### config.mk
export PLATFORM = sky130hd
export DESIGN_NAME = ula_param_flat
export DESIGN_NICKNAME = d
export VERILOG_FILES = /design/src/rtl/ula_if.sv /design/src/rtl/ula_param.sv /design/src/flat_wrapper.sv
export SDC_FILE = /design/constraint.sdc
export NUM_CORES = 1
export LEC_CHECK = 0
export ABC_AREA = 1
export CORE_ASPECT_RATIO = 1.1
export CORE_MARGIN = 3
export CORE_UTILIZATION = 45
export CTS_CLUSTER_SIZE = 16
export DETAILED_ROUTE_END_ITERATION = 10
export MAX_ROUTING_LAYER = met4
export PLACE_DENSITY = 0.7
export SYNTH_ARGS = -nofsm -noshare
export SYNTH_HDL_FRONTEND = slang
export SYNTH_SLANG_ARGS = --single-unit
export TNS_END_PERCENT = 100
### constraint.sdc
create_clock -name Clock -period 5 [get_ports Clock]
set_input_delay 0.75 -clock Clock [delete_from_list [all_inputs] [get_ports Clock]]
set_output_delay 0.75 -clock Clock [all_outputs]
set_load 0.01 [all_outputs]
### src/rtl/ula_if.sv
// Operand/result bundle for ula_param: request side (Start, A, B, Opcode)
// and registered result side (ResultadoULA, Done, Busy, flags).
interface ula_if #(
  parameter int W = 16
);
  logic         Start;
  logic [W-1:0] A;
  logic [W-1:0] B;
  logic [3:0]   Opcode;
  logic [W-1:0] ResultadoULA;
  logic         Done;
  logic         Busy;
  logic         Zero;
  logic         Negative;
  logic         Carry;
  logic         Overflow;

  modport master (
    output Start, A, B, Opcode,
    input  ResultadoULA, Done, Busy,
    input  Zero, Negative, Carry, Overflow
  );

  modport slave (
    input  Start, A, B, Opcode,
    output ResultadoULA, Done, Busy,
    output Zero, Negative, Carry, Overflow
  );
endinterface

### src/rtl/ula_param.sv
// Registered W-bit ALU with Start/Done handshake, flags, full shifter
// and an iterative shift-add multiplier.
module ula_param #(
  parameter int W          = 16,
  parameter int SLT_SIGNED = 0,
  parameter int MUL_EN     = 1
) (
  input logic Clock,
  input logic Resetn,
  ula_if.slave bus
);
  localparam int L = $clog2(W);

  localparam logic [3:0] OP_ADD = 4'b0101;
  localparam logic [3:0] OP_SUB = 4'b0110;
  localparam logic [3:0] OP_OR  = 4'b0111;
  localparam logic [3:0] OP_SLT = 4'b1000;
  localparam logic [3:0] OP_SLL = 4'b1001;
  localparam logic [3:0] OP_SRL = 4'b1010;
  localparam logic [3:0] OP_AND = 4'b1011;
  localparam logic [3:0] OP_XOR = 4'b1100;
  localparam logic [3:0] OP_SRA = 4'b1101;
  localparam logic [3:0] OP_MUL = 4'b1110;

  typedef enum logic {IDLE, MUL} state_t;

  state_t       state_q, state_d;
  logic [W-1:0] res_q, res_d;
  logic         z_q, z_d;
  logic         n_q, n_d;
  logic         c_q, c_d;
  logic         v_q, v_d;
  logic         done_q, done_d;
  logic [W-1:0] mcand_q, mcand_d;
  logic [W-1:0] mplier_q, mplier_d;
  logic [W-1:0] acc_q, acc_d;
  logic [L-1:0] cnt_q, cnt_d;

  logic [W:0]   sum_w;
  logic [W:0]   dif_w;
  logic [L-1:0] shamt;
  logic         big_sh;
  logic         lt;
  logic         is_mul;
  logic [W-1:0] alu_res;
  logic         alu_c;
  logic         alu_v;
  logic [W-1:0] prod;

  always_comb begin
    sum_w  = {1'b0, bus.A} + {1'b0, bus.B};
    dif_w  = {1'b0, bus.A} - {1'b0, bus.B};
    shamt  = bus.B[L-1:0];
    big_sh = |bus.B[W-1:L];
    if (SLT_SIGNED != 0) lt = $signed(bus.A) < $signed(bus.B);
    else                 lt = bus.A < bus.B;
    is_mul = (MUL_EN != 0) && (bus.Opcode == OP_MUL);

    alu_res = bus.B;
    alu_c   = 1'b0;
    alu_v   = 1'b0;
    case (bus.Opcode)
      OP_ADD: begin
        alu_res = sum_w[W-1:0];
        alu_c   = sum_w[W];
        alu_v   = (bus.A[W-1] == bus.B[W-1]) &&
                  (sum_w[W-1] != bus.A[W-1]);
      end
      OP_SUB: begin
        alu_res = dif_w[W-1:0];
        alu_c   = dif_w[W];
        alu_v   = (bus.A[W-1] != bus.B[W-1]) &&
                  (dif_w[W-1] != bus.A[W-1]);
      end
      OP_OR:  alu_res = bus.A | bus.B;
      OP_SLT: alu_res = {{(W-1){1'b0}}, lt};
      OP_SLL: alu_res = big_sh ? '0 : (bus.A << shamt);
      OP_SRL: alu_res = big_sh ? '0 : (bus.A >> shamt);
      OP_AND: alu_res = bus.A & bus.B;
      OP_XOR: alu_res = bus.A ^ bus.B;
      OP_SRA: alu_res = big_sh ? {W{bus.A[W-1]}}
                               : W'($signed(bus.A) >>> shamt);
      default: alu_res = bus.B;
    endcase
  end

  always_comb begin
    state_d  = state_q;
    res_d    = res_q;
    z_d      = z_q;
    n_d      = n_q;
    c_d      = c_q;
    v_d      = v_q;
    done_d   = 1'b0;
    mcand_d  = mcand_q;
    mplier_d = mplier_q;
    acc_d    = acc_q;
    cnt_d    = cnt_q;
    prod     = acc_q + (mplier_q[0] ? mcand_q : '0);

    case (state_q)
      IDLE: begin
        if (bus.Start) begin
          if (is_mul) begin
            mcand_d  = bus.A;
            mplier_d = bus.B;
            acc_d    = '0;
            cnt_d    = '0;
            state_d  = MUL;
          end else begin
            res_d  = alu_res;
            z_d    = (alu_res == '0);
            n_d    = alu_res[W-1];
            c_d    = alu_c;
            v_d    = alu_v;
            done_d = 1'b1;
          end
        end
      end
      MUL: begin
        acc_d    = prod;
        mcand_d  = mcand_q << 1;
        mplier_d = mplier_q >> 1;
        cnt_d    = cnt_q + 1'b1;
        // The final bit's partial sum goes straight to the result.
        if (cnt_q == L'(W-1)) begin
          res_d   = prod;
          z_d     = (prod == '0);
          n_d     = prod[W-1];
          c_d     = 1'b0;
          v_d     = 1'b0;
          done_d  = 1'b1;
          state_d = IDLE;
        end
      end
      default: state_d = IDLE;
    endcase
  end

  always_ff @(posedge Clock or negedge Resetn) begin
    if (!Resetn) begin
      state_q  <= IDLE;
      res_q    <= '0;
      z_q      <= 1'b0;
      n_q      <= 1'b0;
      c_q      <= 1'b0;
      v_q      <= 1'b0;
      done_q   <= 1'b0;
      mcand_q  <= '0;
      mplier_q <= '0;
      acc_q    <= '0;
      cnt_q    <= '0;
    end else begin
      state_q  <= state_d;
      res_q    <= res_d;
      z_q      <= z_d;
      n_q      <= n_d;
      c_q      <= c_d;
      v_q      <= v_d;
      done_q   <= done_d;
      mcand_q  <= mcand_d;
      mplier_q <= mplier_d;
      acc_q    <= acc_d;
      cnt_q    <= cnt_d;
    end
  end

  assign bus.ResultadoULA = res_q;
  assign bus.Done         = done_q;
  assign bus.Busy         = (state_q == MUL);
  assign bus.Zero         = z_q;
  assign bus.Negative     = n_q;
  assign bus.Carry        = c_q;
  assign bus.Overflow     = v_q;
endmodule

### src/flat_wrapper.sv
// flat-port wrapper written by rule: the top's interface ports become plain ports
module ula_param_flat 
#(
  parameter int W          = 16,
  parameter int SLT_SIGNED = 0,
  parameter int MUL_EN     = 1
)
  (Clock, Resetn, bus_Start, bus_A, bus_B, bus_Opcode, bus_ResultadoULA, bus_Done, bus_Busy, bus_Zero, bus_Negative, bus_Carry, bus_Overflow);
  ula_if #(.W(W)) bus_i ();
  input logic Clock;
  input logic Resetn;
  input wire logic [$bits(bus_i.Start)-1:0] bus_Start;
  input wire logic [$bits(bus_i.A)-1:0] bus_A;
  input wire logic [$bits(bus_i.B)-1:0] bus_B;
  input wire logic [$bits(bus_i.Opcode)-1:0] bus_Opcode;
  output wire logic [$bits(bus_i.ResultadoULA)-1:0] bus_ResultadoULA;
  output wire logic [$bits(bus_i.Done)-1:0] bus_Done;
  output wire logic [$bits(bus_i.Busy)-1:0] bus_Busy;
  output wire logic [$bits(bus_i.Zero)-1:0] bus_Zero;
  output wire logic [$bits(bus_i.Negative)-1:0] bus_Negative;
  output wire logic [$bits(bus_i.Carry)-1:0] bus_Carry;
  output wire logic [$bits(bus_i.Overflow)-1:0] bus_Overflow;
  assign bus_i.Start = bus_Start;
  assign bus_i.A = bus_A;
  assign bus_i.B = bus_B;
  assign bus_i.Opcode = bus_Opcode;
  assign bus_ResultadoULA = bus_i.ResultadoULA;
  assign bus_Done = bus_i.Done;
  assign bus_Busy = bus_i.Busy;
  assign bus_Zero = bus_i.Zero;
  assign bus_Negative = bus_i.Negative;
  assign bus_Carry = bus_i.Carry;
  assign bus_Overflow = bus_i.Overflow;
  ula_param #(.W(W), .SLT_SIGNED(SLT_SIGNED), .MUL_EN(MUL_EN)) u_core (.Clock(Clock), .Resetn(Resetn), .bus(bus_i));
endmodule
==> flow_metrics.tcl, run 1 <==
set metrics [dict create \
    peakVddDrop_mv 0.4290 \
    root_buffer "clkbuf_16" \
    hold_buffers 0 \
    syn_area_um2 8813 \
    drt-total-wl_mm 32.45 \
    yosys_warnings 0 \
    ys_ff_latch 73 \
    crit_arrival_ps 3900 \
    viasPerCell 5.668 \
    hpwl_mm 25.60 \
    cts_buffer_depth 2 \
    synthToLayoutAreaGrowth_pct 11.39 \
    rsz0062_at_grt "no" \
    firstDrtPassIters 7 \
    startpoint_type "input port" \
    cts_resized 0 \
    die_h_um 152.8 \
    cp_data_required_time_ps 5270 \
    std_cell_rows 53 \
    synth_fp_nets 1589 \
    grt_first_pass_wirelength_mm 49.86 \
    initial_core_util_pct 45.99 \
    clock_latency_ps 330 \
    diodes 0 \
    fin_crit_ps 3634 \
    avgSynthCellArea_um2 5.947 \
    clock_sinks 73 \
    path_max_fanout 9 \
    synth_cell_types 53 \
    post_drt_wl_per_cell_um 18.46 \
    synth_ff_type "dfrtp_1" \
    cts_setup_buffers 0 \
    clock_skew_ps 6.500 \
    min_path_type "reg -> reg" \
    cts-buffers-inserted 9 \
    die_area_um2 21300 \
    gp_congestion 1.034 \
    num_vias 9964 \
    drcViolationCount 0 \
    grt_pass1_vias 9201 \
    final-setup-viol-count 0 \
    mostFrequentLayoutCells "nand2_1, nand3_1, nor2_1" \
    clock.fmax_mhz 275.2 \
    p_per_area_nw_per_um2 442.6 \
    relSlewSlack_pct 39.43 \
    num-nets-final 1613 \
    antenna_found_initial 0 \
    final.fill_count 2037 \
    layout_worst_path_cycle_share_pct 72.68 \
    synth-edff-count 0 \
    worst_setup_path_end_kind "register" \
    die_w_um 139.4 \
    grt_usage_pct 30.17 \
    timing.final.hold_violations 0 \
    timing.setup.tns_ps 0 \
    p_leak_uw 0.005078 \
    postSynthCellCount 1482 \
    detail-route-antenna-nets 0 \
    drv_cap 0 \
    hold-worst-slack_ps 490.5 \
    h-tree-depth 3 \
    drive_gt1_share_pct 5.228 \
    io_buffer_count 60 \
    grt_overflow 0 \
    async_reset_ff_share_pct 100.0 \
    worst_pin_slew_ps 908.5 \
    core_area_um2 19160 \
    seq_area_frac_synth_pct 20.73 \
    critPathKind "in -> reg" \
    final_common_cell "nand2_1" \
    ios 61 \
    cts_tree "done" \
    maxSlewViolCount 0 \
    drtIter0Drc 1084 \
    grt_start_max_net_pins 74 \
    clkTransAtPathRegs_ps 60 \
    status "completed" \
]
==> final timing paths <==
path / slack, ps / end / from / cells past startpoint
worst max register to register: 1920 / u_core.bus.Zero / u_core.mplier_q[0] / 16
worst min register to register: 490 / u_core.bus.ResultadoULA[11] / u_core.bus.ResultadoULA[11] / 2
worst max-delay path: 1370 / u_core.bus.Zero / bus_A[10] / 20
max in group asynchronous: 3870 / u_core.acc_q[2] / Resetn / 1
worst min-delay path: 490 / u_core.bus.ResultadoULA[11] / u_core.bus.ResultadoULA[11] / 2
min in group asynchronous: 560 / u_core.acc_q[5] / Resetn / 1
==> per-layer routing <==
metal	vias up	wire, um	GRT usage (%)
met5	-	0	-
met4	0	1690	13.79
met3	94	2623	4.363
met2	485	14900	48.20
met1	4526	13240	37.79
li1	4859	-	-
==> cells by family after synthesis <==
kind of cell	count (synthesis)	synth area share, %
AO/OA/AOI/OAI	168	11.46
XOR/XNOR	17	1.689
adder cells (fa/ha/maj)	68	9.909
buffers and inverters	231	11.06
flip-flops	73	20.73
AND/OR/NAND/NOR	925	45.16
==> area by class of cell <==
cell class | instances | area (um^2) | area share (%)
clock buffers | 10 | 239.0 | 2.434
well taps | 247 | 309.0 | 3.148
inverters | 166 | 630.6 | 6.424
repair buffers | 78 | 733.2 | 7.469
multi-input cells | 1178 | 6012 | 61.24
flip-flops and latches | 73 | 1827 | 18.61
clock inverters | 6 | 66.31 | 0.6755
==> cells in the mapped netlist (25+ instances only) <==
| master | count | area (um^2) |
|---|---|---|
| a21oi_1 | 43 | 215.2 |
| inv_1 | 148 | 555.5 |
| clkbuf_1 | 25 | 93.84 |
| nand4_1 | 25 | 156.4 |
| nand2_1 | 499 | 1873 |
| o21ai_0 | 36 | 180.2 |
| ha_1 | 65 | 813.3 |
| nand3_1 | 198 | 991.0 |
| nor2_1 | 155 | 581.8 |
| a31oi_1 | 32 | 200.2 |
| dfrtp_1 | 73 | 1827 |
| buf_2 | 28 | 140.1 |
==> stage by stage <==
step	setup slack [ps]	cell area [um^2]	std cells	total power, uW	utilization, %
2_1_floorplan	2112	8813	1482	2858	-
3_3_place_gp	1103	9512	1742	3616	49.63
3_5_place_dp	1123	9512	1742	3660	49.63
4_1_cts	1460	9817	1758	4327	51.22
5_1_grt	1182	9817	1758	4673	51.22
6_report	1366	9817	1758	4345	51.22
==> sequential cells by signal, summed over array words and instances, names as in the netlist <==
name,cells
u_core.acc_q,16
u_core.bus.ResultadoULA,16
u_core.mcand_q,16
u_core.mplier_q,16
u_core.cnt_q,4
u_core.bus.Busy,1
u_core.bus.Carry,1
u_core.bus.Done,1
u_core.bus.Overflow,1
u_core.bus.Zero,1
==> critical path, stage by stage <==
cell,delay [ps]
clkdlybuf4s50_1,800
inv_1,90
ha_1,440
nor2_1,380
nand2_1,160
nor2_1,130
nand2_1,80
nand3_1,100
nand2_1,50
nand3_1,80
nand4_1,150
nand2_1,160
nand2_1,60
inv_1,50
nand2_1,40
nor2_1,100
nand3_1,70
nand2_1,80
nand2_1,50
nand2_1,50
==> power by group <==
part / total (uW) / switching, uW / internal, uW
Combinational: 2590 / 1640 / 943
Sequential: 1100 / 207 / 896
Clock: 656 / 255 / 401
Total: 4340 / 2100 / 2240
No activity file was read; power rests on OpenSTA's default activity.
==> run 2, diff against run 1 <==
==> constraint.sdc (replaced) <==
create_clock -name Clock -period 3.6 [get_ports Clock]
set_input_delay 0.54 -clock Clock [delete_from_list [all_inputs] [get_ports Clock]]
set_output_delay 0.54 -clock Clock [all_outputs]
set_load 0.01 [all_outputs]
==> flow_metrics.tcl, run 2 (synthesis gave the netlist of run 1 again) <==
set metrics [dict create \
    cpPeakStageDelay_ps 540 \
    drv_cap 0 \
    hold_buffers 0 \
    drcViolationCount 0 \
    p_leak_uw 0.005320 \
    drtIter0Drc 1013 \
    p_per_area_nw_per_um2 617.2 \
    cts_tree "done" \
    cp-endpoint "u_core.bus.Zero" \
    grt_overflow 0 \
    startpoint "bus_A[0]" \
    final_common_cell "nand2_1" \
    post_drt_wl_per_cell_um 19.27 \
    rsz0062_at_grt "no" \
    gp_congestion 1.117 \
    core_area_um2 19160 \
    fin_crit_ps 3293 \
    io_buffer_count 60 \
    worstRegToRegCells 7 \
    cts-buffers-inserted 9 \
    critPathKind "in -> reg" \
    drt-total-wl_mm 34.71 \
    relSlewSlack_pct 38.89 \
    final-setup-viol-count 0 \
    firstDrtPassIters 6 \
    crit_arrival_ps 3560 \
    grt_start_max_net_pins 74 \
    path_depth 21 \
    clock_latency_ps 340 \
    grt_first_pass_wirelength_mm 54.13 \
    viasPerCell 5.702 \
    rrSetupSlack_ps 690 \
    h-tree-depth 3 \
    cts_buffer_depth 2 \
    timing.final.hold_violations 0 \
    die_area_um2 21300 \
    die_h_um 152.8 \
    status "completed" \
    synthToLayoutAreaGrowth_pct 15.74 \
    root_buffer "clkbuf_16" \
    layout_worst_path_cycle_share_pct 91.46 \
    cp_data_required_time_ps 3870 \
    min_path_type "in -> async" \
    die_w_um 139.4 \
    clock_sinks 73 \
    clkTransAtPathRegs_ps 60 \
    std_cell_rows 53 \
    mostFrequentLayoutCells "nand2_1, nand3_1, nor2_1" \
    grt_usage_pct 32.94 \
    dp_cells 1785 \
    clock.fmax_mhz 303.7 \
    slowest_stage "clkdlybuf4s50_1" \
    worst_setup_path_end_kind "register" \
    num_vias 10270 \
    peakVddDrop_mv 0.6135 \
    num-nets-final 1656 \
    r2r_end "u_core.bus.ResultadoULA[0]" \
    hpwl_mm 27.76 \
    path_max_fanout 4 \
    drive_gt1_share_pct 7.915 \
    path_buf_inv 4 \
    critical_path.cell_chain "clkdlybuf4s50_1 > inv_1 > ha_1 > fa_1 > inv_1 > nand2_1 > nand3_1 > nand2_1 > nand3_1 > nand3_1 > nor3_1 > nand2_1 > nand2_1 > nand2_1 > inv_1 > nand2_1 > nor2_1 > nand3_1 > nand2_1 > nand2_1 > nand2_1" \
    cp_common_cell "nand2_1" \
    hold-worst-slack_ps 331.3 \
    worst_pin_slew_ps 916.7 \
    clock_skew_ps 6.110 \
    startpoint_type "input port" \
    final.fill_count 1996 \
    fin_cells 1801 \
    r2r_start "u_core.bus.Busy" \
    ios 61 \
    grt_pass1_vias 9690 \
    initial_core_util_pct 45.99 \
    critPathTopFamily "simple AND/OR/NAND/NOR gates" \
    maxSlewViolCount 0 \
    final_core_util_pct 53.23 \
    diodes 0 \
    detail-route-antenna-nets 0 \
    antenna_found_initial 0 \
]
run 2: changes by cell type in the layout (fill, tap and decap cells not counted), sizes merged:
cell and change:
clkinvlp -3, bufinv +2, inv -1, clkinv +2, buf +43
run 2: how the worst min path moves through the flow:
stage | cells past startpoint | end | slack, ps | start
after floorplan | 0 | u_core.acc_q[0] | 240 | Resetn
after global placement | 2 | u_core.acc_q[8] | 470 | u_core.acc_q[8]
after detailed placement | 2 | u_core.acc_q[11] | 470 | u_core.acc_q[11]
after CTS | 1 | u_core.bus.Done | 370 | Resetn
after global routing | 1 | u_core.cnt_q[2] | 430 | Resetn
final | 1 | u_core.bus.Done | 330 | Resetn
run 2: stage by stage:
step / power [uW] / worst slack, ps / instance area [um^2] / TNS, ps
6_report: 6297 / 307.4 / 10200 / 0
5_1_grt: 6835 / 16.43 / 10200 / 0
4_1_cts: 6255 / 348.5 / 10190 / 0
3_5_place_dp: 5172 / 12.90 / 9847 / 0
3_3_place_gp: 5116 / -14.39 / 9847 / -14.39
2_1_floorplan: 3970 / 921.8 / 8813 / 0
run 2: area by class of cell:
cell class,count,area (um^2),share of cell area (%)
clock inverter,6,116.4,1.141
sequential,73,1827,17.91
tap,247,309.0,3.030
multi-input combinational,1178,6021,59.02
clock buffer,10,229.0,2.245
inverter,166,630.6,6.182
timing repair buffer,121,1069,10.47
run 2: worst register-to-register path, stage by stage (launching register included):
cell and delay [ps]:
dfrtp_1 600, inv_1 270, nor3_2 450, clkinv_1 390
nand2_1 300, inv_1 380, a22oi_1 280, o21ai_0 110
run 2: power breakdown:
| group | switching, uW | leakage (uW) | internal, uW |
|---|---|---|---|
| registers | 299 | 0.000877 | 1250 |
| clock network | 354 | 0.000167 | 681 |
| logic | 2350 | 0.00428 | 1370 |
run 2: metal layers:
layer	global-route usage, %	wire length, um	vias to the layer above
li1	-	-	4942
met5	-	0	-
met3	3.421	2794	112
met4	18.17	2330	0
met2	51.50	15660	545
met1	41.74	13930	4671
run 2: timing repair:
| action | CTS | global route |
|---|---|---|
| setup buffers | 0 | 0 |
| setup endpoints to repair | 0 | 1 |
| resized for setup | 0 | 2 |
==> run 3, diff against run 2 <==
--- a/config.mk
+++ b/config.mk
@@ -7,7 +7,6 @@
 export LEC_CHECK = 0
 export ABC_AREA = 1
 export CORE_ASPECT_RATIO = 1.1
-export CORE_MARGIN = 3
 export CORE_UTILIZATION = 45
 export CTS_CLUSTER_SIZE = 16
 export DETAILED_ROUTE_END_ITERATION = 10
==> flow_metrics.tcl, run 3 (synthesis gave the netlist of run 1 again) <==
set metrics [dict create \
    p_leak_uw 0.005318 \
    detail-route-antenna-nets 0 \
    relSlewSlack_pct 38.11 \
    status "completed" \
    rsz0062_at_grt "no" \
    drcViolationCount 0 \
    path_depth 21 \
    initial_core_util_pct 45.99 \
    layout_worst_path_cycle_share_pct 92.35 \
    final-setup-viol-count 0 \
    grt_overflow 0 \
    clock_latency_ps 340 \
    gp_congestion 1.036 \
    r2r_end "u_core.bus.Zero" \
    h-tree-depth 3 \
    cp_common_cell "nand2_1" \
    die_w_um 135.4 \
    rrSetupSlack_ps 640 \
    cpPeakStageDelay_ps 530 \
    critPathKind "in -> reg" \
    grt_usage_pct 36.15 \
    startpoint "bus_A[0]" \
    path_buf_inv 4 \
    slowest_stage "clkdlybuf4s50_1" \
    worst_setup_path_end_kind "register" \
    drive_gt1_share_pct 8.087 \
    std_cell_rows 53 \
    drtIter0Drc 1181 \
    root_buffer "clkbuf_16" \
    worstRegToRegCells 16 \
    post_drt_wl_per_cell_um 19.09 \
    timing.final.hold_violations 0 \
    startpoint_type "input port" \
    cp-endpoint "u_core.bus.Zero" \
    critPathTopFamily "simple AND/OR/NAND/NOR gates" \
    synthToLayoutAreaGrowth_pct 15.67 \
    drt-total-wl_mm 34.49 \
    grt_first_pass_wirelength_mm 53.55 \
    ios 61 \
    fin_crit_ps 3325 \
    clock_skew_ps 9.285 \
    cts_setup_buffers 0 \
    cp_data_required_time_ps 3870 \
    core_area_um2 19160 \
    die_area_um2 20150 \
    timing.setup.tns_ps 0 \
    r2r_start "u_core.mplier_q[0]" \
    final.fill_count 2031 \
    cts_buffer_depth 2 \
    mostFrequentLayoutCells "nand2_1, nand3_1, nor2_1" \
    die_h_um 148.8 \
    num-nets-final 1660 \
    grt_start_max_net_pins 74 \
    final_common_cell "nand2_1" \
    p_per_area_nw_per_um2 602.4 \
    cts_resized 0 \
    grt_pass1_vias 9586 \
    cts_tree "done" \
    worst_pin_slew_ps 928.3 \
    cts-buffers-inserted 9 \
    antenna_found_initial 1 \
    crit_arrival_ps 3600 \
    drv_cap 0 \
    clock_sinks 73 \
    maxSlewViolCount 0 \
    io_buffer_count 60 \
    peakVddDrop_mv 0.6078 \
    critical_path.cell_chain "clkdlybuf4s50_1 > inv_1 > ha_1 > fa_1 > inv_1 > nand2_1 > nand3_1 > nand2_1 > nand3_1 > nand3_1 > nor3_1 > nand2_1 > nand2_1 > nand2_1 > inv_1 > nand2_1 > nor2_1 > nand3_1 > nand2_1 > nand2_1 > nand2_1" \
    firstDrtPassIters 7 \
    hpwl_mm 27.93 \
    min_path_type "in -> async" \
    hold-worst-slack_ps 338.0 \
    clock.fmax_mhz 300.8 \
    num_vias 10270 \
    hold_buffers 0 \
    clkTransAtPathRegs_ps 60 \
    viasPerCell 5.684 \
    path_max_fanout 5 \
]
==> run 3: cell types whose count changed in the layout (fill, tap and decap cells not counted) <==
cell,before,now
buf_12,1,2
clkinv_4,3,2
clkinv_2,0,1
nand3_2,5,4
inv_6,1,3
nand3_1,197,198
buf_4,61,64
clkbuf_1,1,0
a21oi_2,2,1
clkinvlp_4,0,1
diode_2,0,1
bufinv_16,3,1
a21oi_1,42,43
==> run 3: how the worst min path moves through the flow <==
stage	end	cells past startpoint	slack, ps
finish	u_core.cnt_q[2]	1	340
global route	u_core.cnt_q[0]	1	420
CTS	u_core.mplier_q[13]	1	380
detailed placement	u_core.mplier_q[15]	2	470
global placement	u_core.bus.Overflow	1	470
floorplan	u_core.acc_q[0]	0	240
==> run 3: power by group <==
group / switching (uW) / internal (uW) / leakage, uW
logic: 2310 / 1400 / 0.00430
registers: 279 / 1250 / 0.000877
clock network: 364 / 542 / 0.000146
==> run 3: layout make-up <==
cell class | count | area [um^2] | area share [%]
diodes | 1 | 2.502 | 0.02455
repair buffers | 125 | 1111 | 10.90
multi-input cells | 1178 | 6012 | 58.97
inverters | 166 | 630.6 | 6.186
clock buffers | 9 | 225.2 | 2.209
flip-flops and latches | 73 | 1827 | 17.92
clock inverters | 7 | 77.57 | 0.7609
well taps | 247 | 309.0 | 3.031
==> run 3: through the flow <==
stage               util [%]  std cells  power (uW)  setup slack, ps  cell area, um^2
CTS                    53.18       1805        6104            347.6            10190
global route           53.20       1806        6654            74.81            10190
finish                 53.20       1806        6141            275.3            10190
floorplan                  -       1482        3970            921.8             8813
detailed placement     51.60       1789        5179            17.41             9889
global placement       51.60       1789        5111           -11.84             9889
==> run 3: metal layers <==
| layer | up-vias | global-route usage (%) | wire [um] | part of all wire (%) |
|---|---|---|---|---|
| met5 | - | - | 0 | 0 |
| met4 | 0 | 19.44 | 1890 | 5.5 |
| met3 | 102 | 3.194 | 2283 | 6.6 |
| met2 | 487 | 57.05 | 16000 | 46 |
| met1 | 4723 | 45.72 | 14310 | 41 |
| li1 | 4954 | - | - | - |
==> run 3: worst register-to-register path, stage by stage, from the launching register on <==
cell and delay [ps]:
dfrtp_1 450, nand2_1 90, inv_1 40, ha_1 220, fa_1 480, nand3_1 100, nand3_1 170, nand2_1 100
nand3_1 120, a31oi_1 200, xor2_1 320, nand4_1 140, nor2_1 150, nand4_1 130, nand2_1 100, nand2_1 50
nand2_1 50
==> patch: new RTL, settings of run 3 <==
`W` is set to 16 in 3 places; all go to 32.
--- a/src/rtl/ula_if.sv
+++ b/src/rtl/ula_if.sv
@@ -1,7 +1,7 @@
 // Operand/result bundle for ula_param: request side (Start, A, B, Opcode)
 // and registered result side (ResultadoULA, Done, Busy, flags).
 interface ula_if #(
-  parameter int W = 16
+  parameter int W = 32
 );
   logic         Start;
   logic [W-1:0] A;
--- a/src/rtl/ula_param.sv
+++ b/src/rtl/ula_param.sv
@@ -1,7 +1,7 @@
 // Registered W-bit ALU with Start/Done handshake, flags, full shifter
 // and an iterative shift-add multiplier.
 module ula_param #(
-  parameter int W          = 16,
+  parameter int W          = 32,
   parameter int SLT_SIGNED = 0,
   parameter int MUL_EN     = 1
 ) (
--- a/src/flat_wrapper.sv
+++ b/src/flat_wrapper.sv
@@ -1,7 +1,7 @@
 // flat-port wrapper written by rule: the top's interface ports become plain ports
 module ula_param_flat 
 #(
-  parameter int W          = 16,
+  parameter int W          = 32,
   parameter int SLT_SIGNED = 0,
   parameter int MUL_EN     = 1
 )
Interface: changed (resized bus_A, bus_B and bus_ResultadoULA); port bits go from 61 to 109. No check against the original RTL was run, so the function may have changed too.
==> patch against run 3 <==
  * Via count grew 140%
  * Sequential cell count grew 65
  * Utilization grew 6.6 points
  * Clock power grew 92%
  * Total power grew 59%
  * Routed wire length grew to 2.8 times the old value
  * Worst setup slack lost 0.14 ns
  * Non-clock buffer count grew 488
  * Synthesized area grew 110%
  * First-iteration DRC count grew 100%
  * Global-route usage grew 9.2 points
  * Critical path depth grew 1
  * Clock skew grew 0.0019 ns
  * Final area grew 140%
  * Critical endpoint unchanged
  * Largest cell class unchanged
  * Highest routed layer unchanged
==> patch: results (changes against run 3) <==
Place:
- The HPWL after detailed placement is 78,600 um (was 27,900 um).
- The post-placement cell count is 4,373 (was 1,789).
- The weighted congestion at the end of routability-driven global placement is 1.09 (was 1.04).
- The number of I/O port buffers is 108 (was 60).

Global route:
- The number of global-route vias before repair was 23,800 (was 9,586).
- The first-pass GRT wire length is 140,000 um (was 53,600 um).
- The maximum number of pins on one net before global-route repair was 105 (was 74).
- The overall global routing resource usage is 0.454 (was 0.362).

Finish:
- The number of fill cells is 4,369 (was 2,031).
- The count of non-CTS buffers in the layout is 613 (was 125).
- The non-clock inverter instance count of the final layout is 391 (was 166).
- The clock tree cell share of total cell area is 0.0234 (was 0.0297).
- The number of clock buffer instances in the layout came to 19 (was 9).
- The total number of nets in the final design was 4,038 (was 1,660).
- The buffer share of cell area is 0.207 (was 0.109).
- The fraction of area in multi-input gates is 0.542 (was 0.590).
- The fraction of final layout cells with drive strength greater than 1 is 0.165 (was 0.0809).
- The register area was 3460 um2 (was 1830 um2).

Routing:
- The first-iteration detailed-routing DRC count came to 2,368 (was 1,181).
- The first-pass iteration count of the detailed router is 5 (was 7).
- The total routed wirelength is 94,800 um (was 34,500 um).

Synth:
- The average cell area after synthesis was 5.64 um2 (was 5.95 um2).
- The distinct cell type count of the synthesized netlist is 54 (was 53).
- The post-synthesis register bit count came to 138 (was 73).
- Commonest cells post-synth: sky130_fd_sc_hd__nand2_1 (1,240), sky130_fd_sc_hd__nand3_1 (507), sky130_fd_sc_hd__inv_1 (375) (was sky130_fd_sc_hd__nand2_1 (499), sky130_fd_sc_hd__nand3_1 (198), sky130_fd_sc_hd__nor2_1 (155)).
- The adder-cell area share of the yosys netlist was 0.0893 (was 0.0991).
- The xor and xnor fraction of the mapped netlist area came to 0.00742 (was 0.0169).
- The net count of the mapped netlist was 3,552 (was 1,589).
- The post-synthesis compound-gate area fraction came to 0.123 (was 0.115).
- The share of synthesized flip-flops with an asynchronous set or reset was 1.00 (unchanged).

Status:
- Status: completed (unchanged).

STA:
- The maximum clock skew at final layout is 0.0112 ns (was 0.00929 ns).
- The worst-margin pin slew is 0.979 ns (was 0.928 ns).

Critical path:
- The reg-to-reg setup timing slack is 0.23 ns (was 0.64 ns).
- The maximum fanout along the worst path came to 7 (was 5).
- The launching element of the worst setup path was bus_A[9] (was bus_A[0]).

Pwr:
- The static power due to leakage is 13.5 nW (was 5.32 nW).
- The maximum vdd drop is 0.000432 V (was 0.000608 V).

Clock tree:
- The latest clock arrival within the worst-skew pair is 0.44 ns (was 0.34 ns).
- The number of CTS-inserted buffers is 17 (was 9).
- The post-CTS setup repair buffer count is 0 (unchanged).
- The depth of the CTS H-tree is 4 (was 3).

Hold path:
- The worst min-delay path class is input pin to async pin (unchanged).
## patch: changes by cell type in the layout (fill, tap and decap cells not counted), moves of 31 or more
cell                              delta
sky130_fd_sc_hd__inv_1             +226
sky130_fd_sc_hd__nor2_1            +105
sky130_fd_sc_hd__o211ai_1           +64
sky130_fd_sc_hd__clkdlybuf4s50_1    +44
sky130_fd_sc_hd__buf_4             +421
sky130_fd_sc_hd__dfrtp_1            +63
sky130_fd_sc_hd__nand3_1           +306
sky130_fd_sc_hd__a31oi_1            -31
sky130_fd_sc_hd__ha_1               +56
sky130_fd_sc_hd__a21oi_1            +80
sky130_fd_sc_hd__o21ai_0            +39
sky130_fd_sc_hd__nand2_1           +740
## patch: report_power, final
part           switching, W  internal [W]  leakage [nW]
clock              0.000692       0.00105         0.277
combinational       0.00332       0.00214          11.4
sequential         0.000415       0.00216          1.78
## patch: worst max-delay path: stages
cell                              delay [ns]
sky130_fd_sc_hd__clkdlybuf4s50_1        0.58
sky130_fd_sc_hd__inv_1                  0.10
sky130_fd_sc_hd__ha_2                   0.43
sky130_fd_sc_hd__nand2_1                0.20
sky130_fd_sc_hd__nor2_2                 0.25
sky130_fd_sc_hd__buf_4                  0.15
sky130_fd_sc_hd__nand3_1                0.11
sky130_fd_sc_hd__nand3_1                0.15
sky130_fd_sc_hd__nand2_1                0.07
sky130_fd_sc_hd__nand3_1                0.07
sky130_fd_sc_hd__nand3_1                0.08
sky130_fd_sc_hd__nor2_1                 0.08
sky130_fd_sc_hd__nand2_1                0.08
sky130_fd_sc_hd__nand2_1                0.17
sky130_fd_sc_hd__nand2_1                0.09
sky130_fd_sc_hd__nor2_1                 0.13
sky130_fd_sc_hd__nand2_1                0.08
sky130_fd_sc_hd__nor2_2                 0.17
sky130_fd_sc_hd__nand3_1                0.12
sky130_fd_sc_hd__nand2_1                0.07
sky130_fd_sc_hd__nand2_1                0.05
sky130_fd_sc_hd__nand2_1                0.05
## patch: through the flow
stage	total power [W]	hold slack [ns]	instance area, um2
final	0.00978	0.241	24700
after global routing	0.0104	0.314	24700
after CTS	0.00963	0.272	24600
after detailed placement	0.00787	0.466	24000
after global placement	0.00778	0.461	24000
after floorplan	0.00551	0.244	18900
## patch: how the worst max path moves through the flow
stage,to,slack (ns)
2_1_floorplan,u_core.bus.Zero,0.54
3_3_place_gp,u_core.bus.Zero,-0.31
3_5_place_dp,u_core.bus.Zero,-0.36
4_1_cts,u_core.bus.Zero,0.08
5_1_grt,u_core.bus.Zero,-0.009
6_report,u_core.bus.Zero,0.14
## patch: layer usage
metal  up-vias  wire, um  GRT usage
li1      11900         -          -
met1     11500     36800      0.538
met2      1208     43700      0.734
met3       277      7770     0.0584
met4         0      6540      0.271
met5         -         0          -
